[config.mk]
export PLATFORM = sky130hd
export DESIGN_NAME = w5300_bus_if
export DESIGN_NICKNAME = d
export VERILOG_FILES = /design/src/rtl/w5300_bus_if.sv
export SDC_FILE = /design/constraint.sdc
export NUM_CORES = 1
export LEC_CHECK = 0
export BUFFER_PORTS_ARGS = -buffer_cell sky130_fd_sc_hd__buf_2
export CAP_MARGIN = 20
export CORE_UTILIZATION = 54
export DETAILED_ROUTE_END_ITERATION = 12
export GPL_TIMING_DRIVEN = 0
export PLACE_DENSITY = 0.84
export SYNTH_ARGS = -nofsm -noshare
export SYNTH_HDL_FRONTEND = slang
export SYNTH_SLANG_ARGS = --single-unit
[constraint.sdc]
create_clock -name clk -period 3.3 [get_ports clk]
set_input_delay 0.165 -clock clk [delete_from_list [all_inputs] [get_ports clk]]
set_output_delay 0.165 -clock clk [all_outputs]
set_load 0.01 [all_outputs]
[src/rtl/w5300_bus_if.sv]
// W5300 parallel-bus host interface: hardware-reset/PLL-lock sequencing, then
// single-word read/write bus cycles with programmable setup, strobe, hold and recovery.
module w5300_bus_if #(
   parameter int unsigned CLK_FREQ     = 100,
   parameter int unsigned RST_LOW_US   = 2,
   parameter int unsigned RST_WAIT_US  = 10000,
   parameter int unsigned SETUP_CYC    = 1,
   parameter int unsigned RD_PULSE_CYC = 7,
   parameter int unsigned WR_PULSE_CYC = 5,
   parameter int unsigned HOLD_CYC     = 1,
   parameter int unsigned RECOV_CYC    = 3
) (
   input  logic        clk,
   input  logic        rst,
   input  logic [11:0] caddr,
   input  logic [15:0] wr_data,
   output logic [15:0] rd_data,
   output logic        op_status,
   output logic        w5300_rst_n,
   output logic        w5300_cs_n,
   output logic        w5300_rd_n,
   output logic        w5300_wr_n,
   output logic [9:0]  w5300_addr,
   output logic [15:0] w5300_data_o,
   output logic        w5300_data_oe,
   input  logic [15:0] w5300_data_i
);

   typedef enum logic [2:0] {
      S_RST_LOW, S_RST_WAIT, S_IDLE, S_SETUP, S_STROBE, S_HOLD, S_RECOV
   } state_e;

   localparam logic [23:0] RstLowCyc  = 24'(CLK_FREQ * RST_LOW_US);
   localparam logic [23:0] RstWaitCyc = 24'(CLK_FREQ * RST_WAIT_US);
   localparam logic [23:0] SetupCyc   = 24'(SETUP_CYC);
   localparam logic [23:0] RdCyc      = 24'(RD_PULSE_CYC);
   localparam logic [23:0] WrCyc      = 24'(WR_PULSE_CYC);
   localparam logic [23:0] HoldCyc    = 24'(HOLD_CYC);
   localparam logic [23:0] RecovCyc   = 24'(RECOV_CYC);

   state_e      state_q, state_d;
   logic [23:0] cnt_q, cnt_d;
   logic [23:0] len;
   logic        last;
   logic [10:0] cmd_q, cmd_d;
   logic [15:0] wdat_q, wdat_d;

   logic        active;
   logic        rst_n_d, cs_n_d, rd_n_d, wr_n_d, oe_d, op_d;
   logic [9:0]  addr_d;
   logic [15:0] data_o_d, rd_data_d;

   // State register with the shared cycle counter and latched command.
   always_ff @(posedge clk) begin
      if (rst) begin
         state_q <= S_RST_LOW;
         cnt_q   <= '0;
         cmd_q   <= '0;
         wdat_q  <= '0;
      end else begin
         state_q <= state_d;
         cnt_q   <= cnt_d;
         cmd_q   <= cmd_d;
         wdat_q  <= wdat_d;
      end
   end

   always_comb begin
      len = 24'd1;
      unique case (state_q)
         S_RST_LOW:  len = RstLowCyc;
         S_RST_WAIT: len = RstWaitCyc;
         S_SETUP:    len = SetupCyc;
         S_STROBE:   len = cmd_q[10] ? RdCyc : WrCyc;
         S_HOLD:     len = HoldCyc;
         S_RECOV:    len = RecovCyc;
         default:    len = 24'd1;
      endcase
   end

   assign last = (cnt_q == len - 24'd1);

   always_comb begin
      state_d = state_q;
      cnt_d   = cnt_q + 24'd1;
      cmd_d   = cmd_q;
      wdat_d  = wdat_q;
      unique case (state_q)
         S_RST_LOW:  if (last) state_d = S_RST_WAIT;
         S_RST_WAIT: if (last) state_d = S_RECOV;
         S_IDLE: begin
            if (!caddr[11]) begin
               cmd_d   = caddr[10:0];
               wdat_d  = wr_data;
               state_d = S_SETUP;
            end
         end
         S_SETUP:    if (last) state_d = S_STROBE;
         S_STROBE:   if (last) state_d = S_HOLD;
         S_HOLD:     if (last) state_d = S_RECOV;
         S_RECOV:    if (last) state_d = S_IDLE;
         default:    state_d = S_RST_LOW;
      endcase
      if (state_d != state_q || state_q == S_IDLE) cnt_d = '0;
   end

   // Outputs are decoded from the next state so the registered pins line up
   // with the state they belong to.
   always_comb begin
      active    = (state_d == S_SETUP) || (state_d == S_STROBE) || (state_d == S_HOLD);
      rst_n_d   = (state_d != S_RST_LOW);
      cs_n_d    = !active;
      rd_n_d    = !((state_d == S_STROBE) && cmd_d[10]);
      wr_n_d    = !((state_d == S_STROBE) && !cmd_d[10]);
      oe_d      = active && !cmd_d[10];
      addr_d    = active ? cmd_d[9:0] : w5300_addr;
      data_o_d  = oe_d ? wdat_d : w5300_data_o;
      op_d      = (state_d == S_RECOV) && (state_q != S_RECOV);
      rd_data_d = rd_data;
      if (state_q == S_STROBE && last && cmd_q[10]) rd_data_d = w5300_data_i;
   end

   always_ff @(posedge clk) begin
      if (rst) begin
         w5300_rst_n   <= 1'b0;
         w5300_cs_n    <= 1'b1;
         w5300_rd_n    <= 1'b1;
         w5300_wr_n    <= 1'b1;
         w5300_addr    <= '0;
         w5300_data_o  <= '0;
         w5300_data_oe <= 1'b0;
         op_status     <= 1'b0;
         rd_data       <= '0;
      end else begin
         w5300_rst_n   <= rst_n_d;
         w5300_cs_n    <= cs_n_d;
         w5300_rd_n    <= rd_n_d;
         w5300_wr_n    <= wr_n_d;
         w5300_addr    <= addr_d;
         w5300_data_o  <= data_o_d;
         w5300_data_oe <= oe_d;
         op_status     <= op_d;
         rd_data       <= rd_data_d;
      end
   end

endmodule
# [Word level (Yosys, flattened, before mapping)]
# Index checks and enable logic that the tools add are counted.
[word_totals] regBits=102 input_bits=46 wordCells=58
[op_classes] add_sub_neg=2 n_eq_ne=13 n_mux=13 reduce_logical=17
[ops] operator="20-bit case mux with 4 select lines" n=1
[ops] operator="16-bit two-way mux" n=2
[ops] operator="24-bit by 1-bit adder with 24-bit output, second input constant" n=1
[ops] operator="24-bit equality test" n=1
[ops] operator="24-bit by 1-bit subtractor with 24-bit output, second input constant" n=1
[ops] operator="11-bit two-way mux" n=2
[ops] operator="3-bit equality test, second input constant" n=6
[ops] operator="3-bit two-way mux" n=6
[ops] operator="3-bit case mux with 6 select lines" n=1
[ops] operator="3-bit by 2-bit equality test with 1-bit output, second input constant" n=3
[ops] operator="1-bit logical AND" n=6
[ops] operator="1-bit zero test" n=4
[ops] operator="2-bit OR reduction" n=2
[ops] operator="3-bit by 1-bit equality test with 1-bit output, second input constant" n=1
[ops] operator="3-bit zero test" n=1
[ops] operator="1-bit logical OR" n=3
[ops] operator="3-bit != test" n=1
[ops] operator="3-bit != test, second input constant" n=1
[ops] operator="3-bit nonzero test" n=1
[ops] operator="2-bit two-way mux" n=1

# [Depth between registers and ports, before layout]
# Gate-level depths: netlist of run 1.
[logic_depth] word_depth=10 ltp_mapped=13

# [Worst setup path before layout of run 1]
# Ideal clock, no wire load.
[synth_timing] kind="flip-flop to flip-flop" startpoint="register state_q[1]" endpoint="register w5300_addr[0]" setup_time_ns=0.121 t_arrival_ns=2.916 setup_slack_ns=0.263 stages_incl_launch_ff=14 path_buffers=4 path_cell_list="dfxtp_1 -> buf_2 -> buf_2 -> nor2_1 -> or2_2 -> ha_1 -> buf_2 -> xor2_1 -> or3_1 -> o2111ai_2 -> a211oi_2 -> a41oi_2 -> buf_6 -> mux2_4"
[synth_via] elab_chain_cells=9
[synth_rtl] item="start, declared" line="41" source="state_e state_q, state_d;"
[synth_rtl] item="start signal, assigned" line="61" source="state_q <= state_d;"
[synth_rtl] item="3-bit equality test (tied with other cells)" line="70, 88"
[synth_rtl] item="20-bit case mux with 4 select lines" line="70" source="unique case (state_q)"
[synth_rtl] item="24-bit by 1-bit subtractor with 24-bit output" line="81" source="assign last = (cnt_q == len - 24'd1);"
[synth_rtl] item="24-bit equality test" line="81"
[synth_rtl] item="3-bit two-way mux (on tied branches)"
[synth_rtl] item="3-bit case mux with 6 select lines" line="88" source="unique case (state_q)"
[synth_rtl] item="3-bit by 2-bit equality test with 1-bit output or 3-bit equality test (tied branches)" line="110" source="active = (state_d == S_SETUP) || (state_d == S_STROBE) || (state_d == S_HOLD);"
[synth_rtl] item="1-bit logical OR (2 in series)" line="110"
[synth_rtl] item="end signal, assigned" line="139" source="w5300_addr <= addr_d;"
[synth_rtl] item="end, declared" line="23" source="output logic [9:0] w5300_addr,"
# Parallel ways exist; a longest one is shown, timed or not.
# A chain may end at the register's enable or synchronous reset.

# [Final worst setup path of run 1]
[layout_timing] startpoint="register state_q[1]" endpoint="register cnt_q[22]"
[layout_via] elab_chain_cells=9
[layout_rtl] item="3-bit equality test (tied with other cells)" line="70, 88"
[layout_rtl] item="20-bit case mux with 4 select lines" line="70"
[layout_rtl] item="24-bit by 1-bit subtractor with 24-bit output" line="81"
[layout_rtl] item="24-bit equality test" line="81"
[layout_rtl] item="3-bit two-way mux (on tied branches)"
[layout_rtl] item="3-bit case mux with 6 select lines" line="88"
[layout_rtl] item="3-bit != test" line="104" source="if (state_d != state_q || state_q == S_IDLE) cnt_d = '0;"
[layout_rtl] item="1-bit logical OR (*)" line="104"
[layout_rtl] item="2-bit OR reduction (no source line) (*)"
[layout_rtl] item="end signal, assigned" line="62" source="cnt_q <= cnt_d;"
[layout_rtl] item="end, declared" line="42" source="logic [23:0] cnt_q, cnt_d;"
# Every way passes the cells marked *; elsewhere a longest branch is shown, timed or not.

==> impl_results.md, run 1 <==
* Status: finished clean
* IO Pins at 94
* Mapped Nets at 531
* Wl on met1 at 4510 microns
* Distinct cells, synth at 63
* Worst hold endpoint: rd_data[6]
* Metal2 WL at 5110 microns
* Worst skew pair latency at 0.37 ns
* Worst-path fanout max at 10
* Routed wire length per instance at 14.9 microns
* ANT cells at 0
* CP Launch Point: state_q[1]
* Fillers at 640
* Commonest cells after routing, fill and taps aside: dfxtp_1 (102), nand2_1 (101), buf_2 (94), nor2_1 (39), a21oi_1 (33)
* Post-Syn Area at 0.00443 sq mm
* Depth of the most critical reg-to-reg path at 14
* Reg clk slew, reported paths at 0.11 ns
* Slew margin rel. at 0.487
* 1st-iter DRT viols at 304
* Leak at 2.30 nW
* Fmax at 313 MHz
* Residual DRC count at 0
* Drt total wl at 10500 microns
* Die Ht at 92.6 microns
* Layout cells sized above 1 at 0.263
* Initial Util at 0.564
* Syn Area/Cell at 9.17 sq um
* CTS tree: done
* Hold Path Stages at 3
* Reg2Reg Capture Point: cnt_q[22]
* Area Growth Syn to Fin at 21.6%
* Total global-route track usage at 0.244
* # placed instances at 677
* Buffers & Inverters on Critical Path at 5
* Die footprint at 0.00857 sq mm
* GPL Wtd Cong at 0.965
* Final Hold Fails at 0
* # setup viols final at 0
* Slew @ Worst Pin at 0.761 ns
* Max layer used: met4
* Max Clock Skew at 0.0186 ns
* Cell Count, Final, Fillers Out at 703
* Largest net degree at the start of global routing at 20
* Critical Path Sink Type: flip-flop
* Initial antenna violation count at 0
* Period minus WS final at 3.19 ns
* Met3 routed WL at 733 microns
* Area of the core at 0.00785 sq mm
* R2r setup slk at 0.11 ns
* Routed vias/inst at 5.67
* Crit-path max cell delay at 0.41 ns
* RSZ-0062 raised after global routing: yes
* Syn. warnings at 0
* Worst-case clock buffer depth at 2
* Min-delay worst type: in2reg
* Port Buf Inserts at 92
* Nets@finish at 644
* H-tree depth at 3
* Setup TNS at 0 ns
* Crit path arrival time at 3.45 ns
* Commonest register cell after synthesis: dfxtp_1
* Max_cap viols at 0
* First-pass GRT wire length at 16800 microns
* Crit path top cell by count: clkbuf_4
* Sequential share of the synthesized area at 0.461
* Vias at 3989
* Post-DP HPWL at 7320 microns
* Max VDD drop at 0.000316 V
* Worst r2r src: state_q[1]
* 1st-pass router iterations at 7
* CP Launch Type: flip-flop
* Post-synth ARST share at 0
* Detail Route Antenna Nets at 0
* Final cycle utilization of the critical path at 0.967
* Vias in the first global route at 3737
* Most common cell after layout, fill and taps aside: dfxtp_1
* CTS buffer count at 9
* Hold Path Origin: w5300_data_i[6]
* Crit-path cells: clkbuf_4 > buf_6 > nor2_1 > or2_2 > ha_1 > clkbuf_4 > xor2_2 > or3_1 > o2111ai_4 > a2111oi_4 > buf_4 > a21bo_2 > clkbuf_4 > nor2_1
* Die width at 92.6 microns
* # rows at 32
* Util after Layout at 0.686
* Post-Synthesis Cells at 483
* Worst setup path class: reg2reg
* CTS Root Cell: clkbuf_8
* CP delay by family, top: buffers and inverters
* CTS Sinks at 102
* Slowest CP cell: a2111oi_4
* Slew Limit Fails at 0
* Total global routing overflow at 0
* Number of synthesized register bits at 102
* Power density over the cells at 389 mW/mm^2
* CP required at 3.55 ns
* Post-synth EDFFs at 0
==> per-layer routing <==
| layer | GRT usage | vias up |
|---|---|---|
| met5 | 0 | - |
| met3 | 0.0452 | 17 |
| met1 | 0.306 | 1888 |
| met2 | 0.417 | 183 |
| met4 | 0.0885 | 0 |
| li1 | - | 1901 |
==> tightest hold or removal path, cell delays in order <==
cell	delay [ns]
buf_2	0.09
nand2_1	0.04
mux2i_1	0.05
==> cell families (layout without fill, tap and decap cells) <==
logic type                 after synthesis  in the layout  synth area share
buffers and inverters                   35            153            0.0362
DFF                                    102            102             0.461
AOI/OAI and AO/OA                       85             85             0.152
muxes                                   29             29            0.0754
and+or+nand+nor                        205            205             0.220
adders and majority gates                2              2           0.00565
xor gates and xnor gates                25             25            0.0494
==> state kept, by name (all words and copies together) (netlist names) <==
name and count:
w5300_data_o 16, state_q 3, op_status 1, w5300_data_oe 1, cnt_q 24, cmd_q 11, wdat_q 16, w5300_addr 10
w5300_rd_n 1, w5300_rst_n 1, rd_data 16, w5300_cs_n 1, w5300_wr_n 1
==> area by class of cell <==
cell class,count,area (sq um),area share
clock inverter,6,63.8,0.0119
tap,102,128,0.0237
buffer,29,165,0.0307
multi-input combinational,346,2290,0.425
inverter,6,22.5,0.00418
timing repair buffer,102,536,0.0995
clock buffer,10,138,0.0256
sequential,102,2040,0.379
==> cells in the mapped netlist (2+ instances only) <==
cell	n	area, sq um
and2_1	3	18.8
o21ba_1	2	20.0
o21ai_0	5	25.0
nand4_1	6	37.5
xor2_1	16	140
a21oi_1	33	165
ha_1	2	25.0
nand2b_1	2	12.5
nand2_1	101	379
nand3_1	9	45.0
nor2_1	39	146
or2_2	2	12.5
xnor2_1	9	78.8
mux2i_1	18	180
a32o_1	16	160
clkbuf_1	17	63.8
mux2_1	2	22.5
buf_6	2	22.5
a21o_1	3	22.5
and4_1	5	43.8
dfxtp_1	102	2040
inv_1	4	15.0
or3_1	5	31.3
nor3_1	5	25.0
buf_2	8	40.0
or4_1	2	15.0
nor2b_1	13	81.3
nor4bb_1	3	30.0
a211oi_2	2	25.0
mux2_4	8	120
and3_1	3	18.8
a221oi_1	5	43.8
==> worst max-delay path by stage <==
stage                      endpoint  cells after the start  slack [ns]
global placement      w5300_addr[3]                     13       -0.14
global route            rd_data[12]                     14       -0.06
CTS                 w5300_data_o[6]                     12       0.001
detailed placement    w5300_addr[3]                     13       -0.21
finish                    cnt_q[22]                     14        0.11
floorplan             w5300_addr[0]                     13        0.26
==> stage by stage <==
step	setup WS, ns	hold slack [ns]	total power [mW]	instance area [sq um]
floorplan	0.263	0.304	1.30	4430
global placement	-0.136	0.411	1.34	5020
detailed placement	-0.205	0.415	1.34	5020
CTS	0.00115	0.0157	2.10	5260
global route	-0.0623	0.0222	2.16	5380
finish	0.107	0.0249	2.09	5380
==> where the power goes <==
part | internal (mW) | switching (mW)
combinational | 0.0347 | 0.0466
clock | 0.316 | 0.458
sequential | 1.23 | 0.00435
==> what timing repair did <==
| action | in CTS | in global routing |
|---|---|---|
| pin swaps | 3 | 6 |
| resized for setup | 1 | 19 |
| buffers inserted | 4 | 6 |
| hold buffers | 0 | 0 |
| setup endpoints to repair | 24 | 55 |
(Power assumes the default switching activity.)
==> run 2, diff against run 1 <==
--- a/config.mk
+++ b/config.mk
@@ -7,10 +7,11 @@
 export LEC_CHECK = 0
 export BUFFER_PORTS_ARGS = -buffer_cell sky130_fd_sc_hd__buf_2
 export CAP_MARGIN = 20
-export CORE_UTILIZATION = 54
+export CORE_UTILIZATION = 35
 export DETAILED_ROUTE_END_ITERATION = 12
 export GPL_TIMING_DRIVEN = 0
-export PLACE_DENSITY = 0.84
+export PLACE_DENSITY = 0.6
+export RECOVER_POWER = 25
 export SYNTH_ARGS = -nofsm -noshare
 export SYNTH_HDL_FRONTEND = slang
 export SYNTH_SLANG_ARGS = --single-unit
==> impl_results.md, run 2 (synthesis results as in run 1) <==
* Status: finished clean
* Final Hold Fails at 0
* Max VDD drop at 0.000230 V
* IO Pins at 94
* CTS buffer count at 9
* Min-delay worst type: in2reg
* Worst Setup Slack, final at 0.101 ns
* First-pass GRT wire length at 17600 microns
* Worst-path fanout max at 10
* Post-DP HPWL at 7650 microns
* Nets@finish at 641
* Largest register by flop count: cnt_q
* Final cycle utilization of the critical path at 0.969
* Die Ht at 114 microns
* Initial Util at 0.364
* Most common cell after layout, fill and taps aside: dfxtp_1
* 1st-pass router iterations at 4
* CTS tree: done
* Crit-path cells: buf_2 > buf_6 > nor2_1 > or2_2 > ha_1 > buf_2 > xor2_2 > or3_1 > o2111ai_4 > a211oi_4 > a41oi_2 > buf_4 > mux2_1
* Max_cap viols at 0
* Max Clock Skew at 0.00570 ns
* Worst setup path class: reg2reg
* CP delay by family, top: buffers and inverters
* Number of flip-flops in the largest register at 24
* Fmax at 313 MHz
* Die width at 114 microns
* Reg clk slew, reported paths at 0.07 ns
* H-tree depth at 3
* Power density over the cells at 457 mW/mm^2
* Area Growth Syn to Fin at 25.0%
* Initial antenna violation count at 0
* Crit-path max cell delay at 0.35 ns
* CP Launch Type: flip-flop
* Residual DRC count at 0
* Detail Route Antenna Nets at 0
* Final Power at 2.53 mW
* Critical Path Sink Type: flip-flop
* Total global routing overflow at 0
* Worst skew pair latency at 0.34 ns
* Port Buf Inserts at 92
* Slew margin rel. at 0.513
* Worst-case clock buffer depth at 2
* Crit path top cell by count: buf_2
* Area of the core at 0.0122 sq mm
* Util after Layout at 0.455
* Largest net degree at the start of global routing at 18
* Slew Limit Fails at 0
* Total global-route track usage at 0.169
* ANT cells at 0
* Commonest cells after routing, fill and taps aside: dfxtp_1 (102), nand2_1 (101), buf_2 (61), clkbuf_1 (52), nor2_1 (39)
* GPL Wtd Cong at 0.868
* Layout cells sized above 1 at 0.202
* 1st-iter DRT viols at 182
* CTS Root Cell: clkbuf_16
* Buffers & Inverters on Critical Path at 4
* Slew @ Worst Pin at 0.722 ns
* Hold Slack at 0.0610 ns
* # setup viols final at 0
* Slowest CP cell: a211oi_4
* Routed wire length per instance at 14.0 microns
* CP required at 3.52 ns
* Vias at 3755
* # rows at 40
* Drt total wl at 10700 microns
* Place WS at -0.196 ns
* Crit path arrival time at 3.42 ns
* Die footprint at 0.0131 sq mm
* Period minus WS final at 3.20 ns
* CTS Sinks at 102
* Leak at 2.21 nW
* Routed vias/inst at 4.90
* Vias in the first global route at 3676
[run 2: through the flow]
step           instances  area [sq um]  setup TNS (ns)
2_1_floorplan        483          4430               0
3_3_place_gp         743          5100           -3.36
3_5_place_dp         743          5100           -3.44
4_1_cts              762          5490               0
5_1_grt              766          5540         -0.0558
6_report             766          5540               0
[run 2: layout make-up]
| cell class | instances | area (sq um) |
|---|---|---|
| Tap cell | 168 | 210 |
| Inverter | 6 | 22.5 |
| Sequential cell | 102 | 2040 |
| Buffer | 29 | 155 |
| Timing Repair Buffer | 99 | 473 |
| Fill cell | 1233 | 6630 |
| Clock inverter | 7 | 120 |
| Clock buffer | 9 | 225 |
| Multi-Input combinational cell | 346 | 2290 |
[run 2: worst paths after layout]
check | startpoint | to | slack [ns] | cells after the start
setup / recovery | state_q[1] | w5300_addr[7] | 0.10 | 13
setup reg to reg | state_q[1] | w5300_addr[7] | 0.10 | 13
hold / removal | w5300_data_i[7] | rd_data[7] | 0.06 | 3
hold reg to reg | rd_data[1] | rd_data[1] | 0.46 | 2
[run 2: report_power, final]
part	internal, mW	switching [mW]
Sequential	1.23	0.00422
Clock	0.744	0.467
Combinational	0.0353	0.0465
Total	2.01	0.517
[run 2: layer usage]
metal / part of all wire / vias up / wire [microns] / track usage
li1: - / 1892 / - / -
met1: 0.47 / 1775 / 5060 / 0.217
met2: 0.47 / 86 / 5020 / 0.277
met3: 0.055 / 2 / 584 / 0.0498
met4: 0.0027 / 0 / 29 / 0.0442
met5: 0 / - / 0 / 0
[run 2: what timing repair did]
action	4_1_cts	5_1_grt
gates resized for setup	3	18
pin swaps	3	3
endpoints found under the setup margin	31	52
hold buffers	0	0
setup buffers	3	3
gates cloned	0	1
[run 2: worst register-to-register path, delay by kind of cell (launching register included)]
family                   cells  cell delay, ns
flip-flops                   1            0.30
XOR/XNOR                     1            0.19
AO/OA/AOI/OAI                3            0.77
buffers and inverters        4            0.78
adder cells (fa/ha/maj)      1            0.21
AND/OR/NAND/NOR              3            0.52
multiplexers                 1            0.31
==> run 3, diff against run 2 <==
--- a/config.mk
+++ b/config.mk
@@ -7,10 +7,12 @@
 export LEC_CHECK = 0
 export BUFFER_PORTS_ARGS = -buffer_cell sky130_fd_sc_hd__buf_2
 export CAP_MARGIN = 20
-export CORE_UTILIZATION = 35
+export CELL_PAD_IN_SITES_DETAIL_PLACEMENT = 2
+export CELL_PAD_IN_SITES_GLOBAL_PLACEMENT = 2
+export CORE_UTILIZATION = 33
 export DETAILED_ROUTE_END_ITERATION = 12
 export GPL_TIMING_DRIVEN = 0
-export PLACE_DENSITY = 0.6
+export PLACE_DENSITY = 0.85
 export RECOVER_POWER = 25
 export SYNTH_ARGS = -nofsm -noshare
 export SYNTH_HDL_FRONTEND = slang
==> impl_results.md, run 3 (synthesis results as in run 1) <==
* # placed instances at 747
* Worst-case clock buffer depth at 2
* Flip-flop and latch area at 0.00204 sq mm
* Most common cell after layout, fill and taps aside: dfxtp_1
* Routed vias/inst at 5.53
* Post-route cell area at 0.00565 sq mm
* CP Launch Type: flip-flop
* Depth of the most critical reg-to-reg path at 12
* Power density over the cells at 446 mW/mm^2
* GPL Wtd Cong at 0.788
* Max_cap viols at 0
* Drt total wl at 18400 microns
* Period minus WS final at 3.34 ns
* Final Hold Fails at 0
* IO Pins at 94
* Largest net degree at the start of global routing at 20
* Routed wire length per instance at 23.6 microns
* Total global routing overflow at 0
* Worst setup path class: reg2reg
* Post-DP HPWL at 10400 microns
* R2r setup slk at -0.04 ns
* Vias in the first global route at 4506
* Min-delay worst type: in2reg
* CP Launch Point: state_q[1]
* Worst r2r src: state_q[1]
* Area of the multi-input gates at 0.00235 sq mm
* Residual DRC count at 0
* Detail Route Antenna Nets at 0
* # setup viols final at 19
* Max VDD drop at 0.000322 V
* CTS Root Cell: clkbuf_16
* CP required at 3.56 ns
* 1st-pass router iterations at 5
* Cell Count, Final, Fillers Out at 778
* Worst Setup Slack, final at -0.0437 ns
* Post-DP Area at 0.00510 sq mm
* Hold Path Origin: w5300_data_i[9]
* H-tree depth at 3
* Commonest cells after routing, fill and taps aside: dfxtp_1 (101), nand2_1 (100), buf_2 (57), clkbuf_1 (54), nor2_1 (39)
* Area of the core at 0.0128 sq mm
* Worst skew pair latency at 0.37 ns
* First-pass GRT wire length at 24800 microns
* Fmax at 299 MHz
* Area Growth Syn to Fin at 27.7%
* Critical Path Sink Type: flip-flop
* Hold-fix buffers, CTS at 0
* Die Ht at 118 microns
* GRT met1 Usage at 0.268
* Leak at 2.23 nW
* Gr busiest metal: met2
* Slew @ Worst Pin at 0.697 ns
* Port Buf Inserts at 92
* Reg2Reg Capture Point: w5300_addr[3]
* Worst-path fanout max at 10
* Die footprint at 0.0139 sq mm
* Status: finished, violations left
* Crit path arrival time at 3.60 ns
* Failing checks: negative setup slack
* Fillers at 1427
* Layout cells sized above 1 at 0.221
* Max Clock Skew at 0.0156 ns
* Largest register by flop count: cnt_q
* Initial Util at 0.345
* Total global-route track usage at 0.230
* Die width at 118 microns
* 1st-iter DRT viols at 265
* Vias at 4305
* CTS Sinks at 102
* Initial antenna violation count at 1
* Reg clk slew, reported paths at 0.08 ns
* # rows at 41
* Number of flip-flops in the largest register at 24
* Final cycle utilization of the critical path at 1.01
* CTS buffer count at 9
* CTS tree: done
* Met3 Usage GRT at 0.0509
* Nets@finish at 648
* Met2 Resource Use GR at 0.400
* Slew Limit Fails at 0
* Worst Setup EP: w5300_addr[3]
* Slew margin rel. at 0.535
-- run 3: cell count changes in the layout (fill, tap and decap cells not counted), moves of 2 or more --
cell	delta
buf_4	+4
inv_8	+3
buf_2	-4
bufinv_16	-2
buf_6	+3
clkbuf_1	+2
-- run 3: what timing repair did --
item                       in CTS  in global routing
pin swaps                       3                  3
setup endpoints to repair      67                 74
gates cloned                    0                  1
buffers inserted                5                  8
gates resized for setup         7                 34
-- run 3: final cells by class --
| type | count | share of cell area |
|---|---|---|
| buffer | 29 | 0.0310 |
| clock buffer | 10 | 0.0423 |
| antenna | 1 | 0.000443 |
| inverter | 6 | 0.00398 |
| timing repair buffer | 106 | 0.0932 |
| clock inverter | 6 | 0.0144 |
| multi-input combinational | 346 | 0.415 |
| sequential | 102 | 0.361 |
| tap | 172 | 0.0381 |
-- run 3: worst max-delay path: stages, from the launching register on --
cell and delay, ns:
dfxtp_1 0.32, buf_6 0.13, buf_4 0.14, nor2_1 0.30, ha_2 0.30, buf_6 0.19, xor2_4 0.22, or3_4 0.19
o2111ai_4 0.22, a211oi_4 0.35, a41oi_2 0.29, buf_6 0.27, mux2_4 0.32
-- run 3: through the flow --
stage               power (mW)  hold WS (ns)  utilization  setup TNS, ns  setup slack [ns]
floorplan                 1.30         0.304            -              0             0.263
detailed placement        1.35         0.418        0.398         -12.02            -0.400
global placement          1.35         0.409        0.398          -4.25            -0.244
CTS                       2.51        0.0400        0.429              0            0.0111
finish                    2.52        0.0344        0.441         -0.398           -0.0437
global route              2.59        0.0566        0.441          -4.10            -0.128
-- run 3: worst min path at each step --
stage                             to  slack, ns  cells past startpoint
after floorplan           rd_data[0]       0.30                      2
after CTS                 rd_data[9]       0.04                      3
after detailed placement  rd_data[1]       0.42                      3
final                     rd_data[9]       0.03                      3
after global routing      rd_data[9]       0.06                      3
after global placement    rd_data[9]       0.41                      3
-- run 3: power breakdown --
| part | switching (mW) | total, mW | leakage [nW] | internal (mW) |
|---|---|---|---|---|
| clock | 0.556 | 1.19 | 0.159 | 0.632 |
| sequential | 0.00574 | 1.24 | 0.822 | 1.23 |
| combinational | 0.0577 | 0.0949 | 1.25 | 0.0371 |
-- run 3: routing by layer --
metal / vias up / part of all wire
met1: 2178 / 0.39
met3: 54 / 0.048
met4: 0 / 0.046
met5: - / 0
met2: 161 / 0.51
li1: 1912 / -
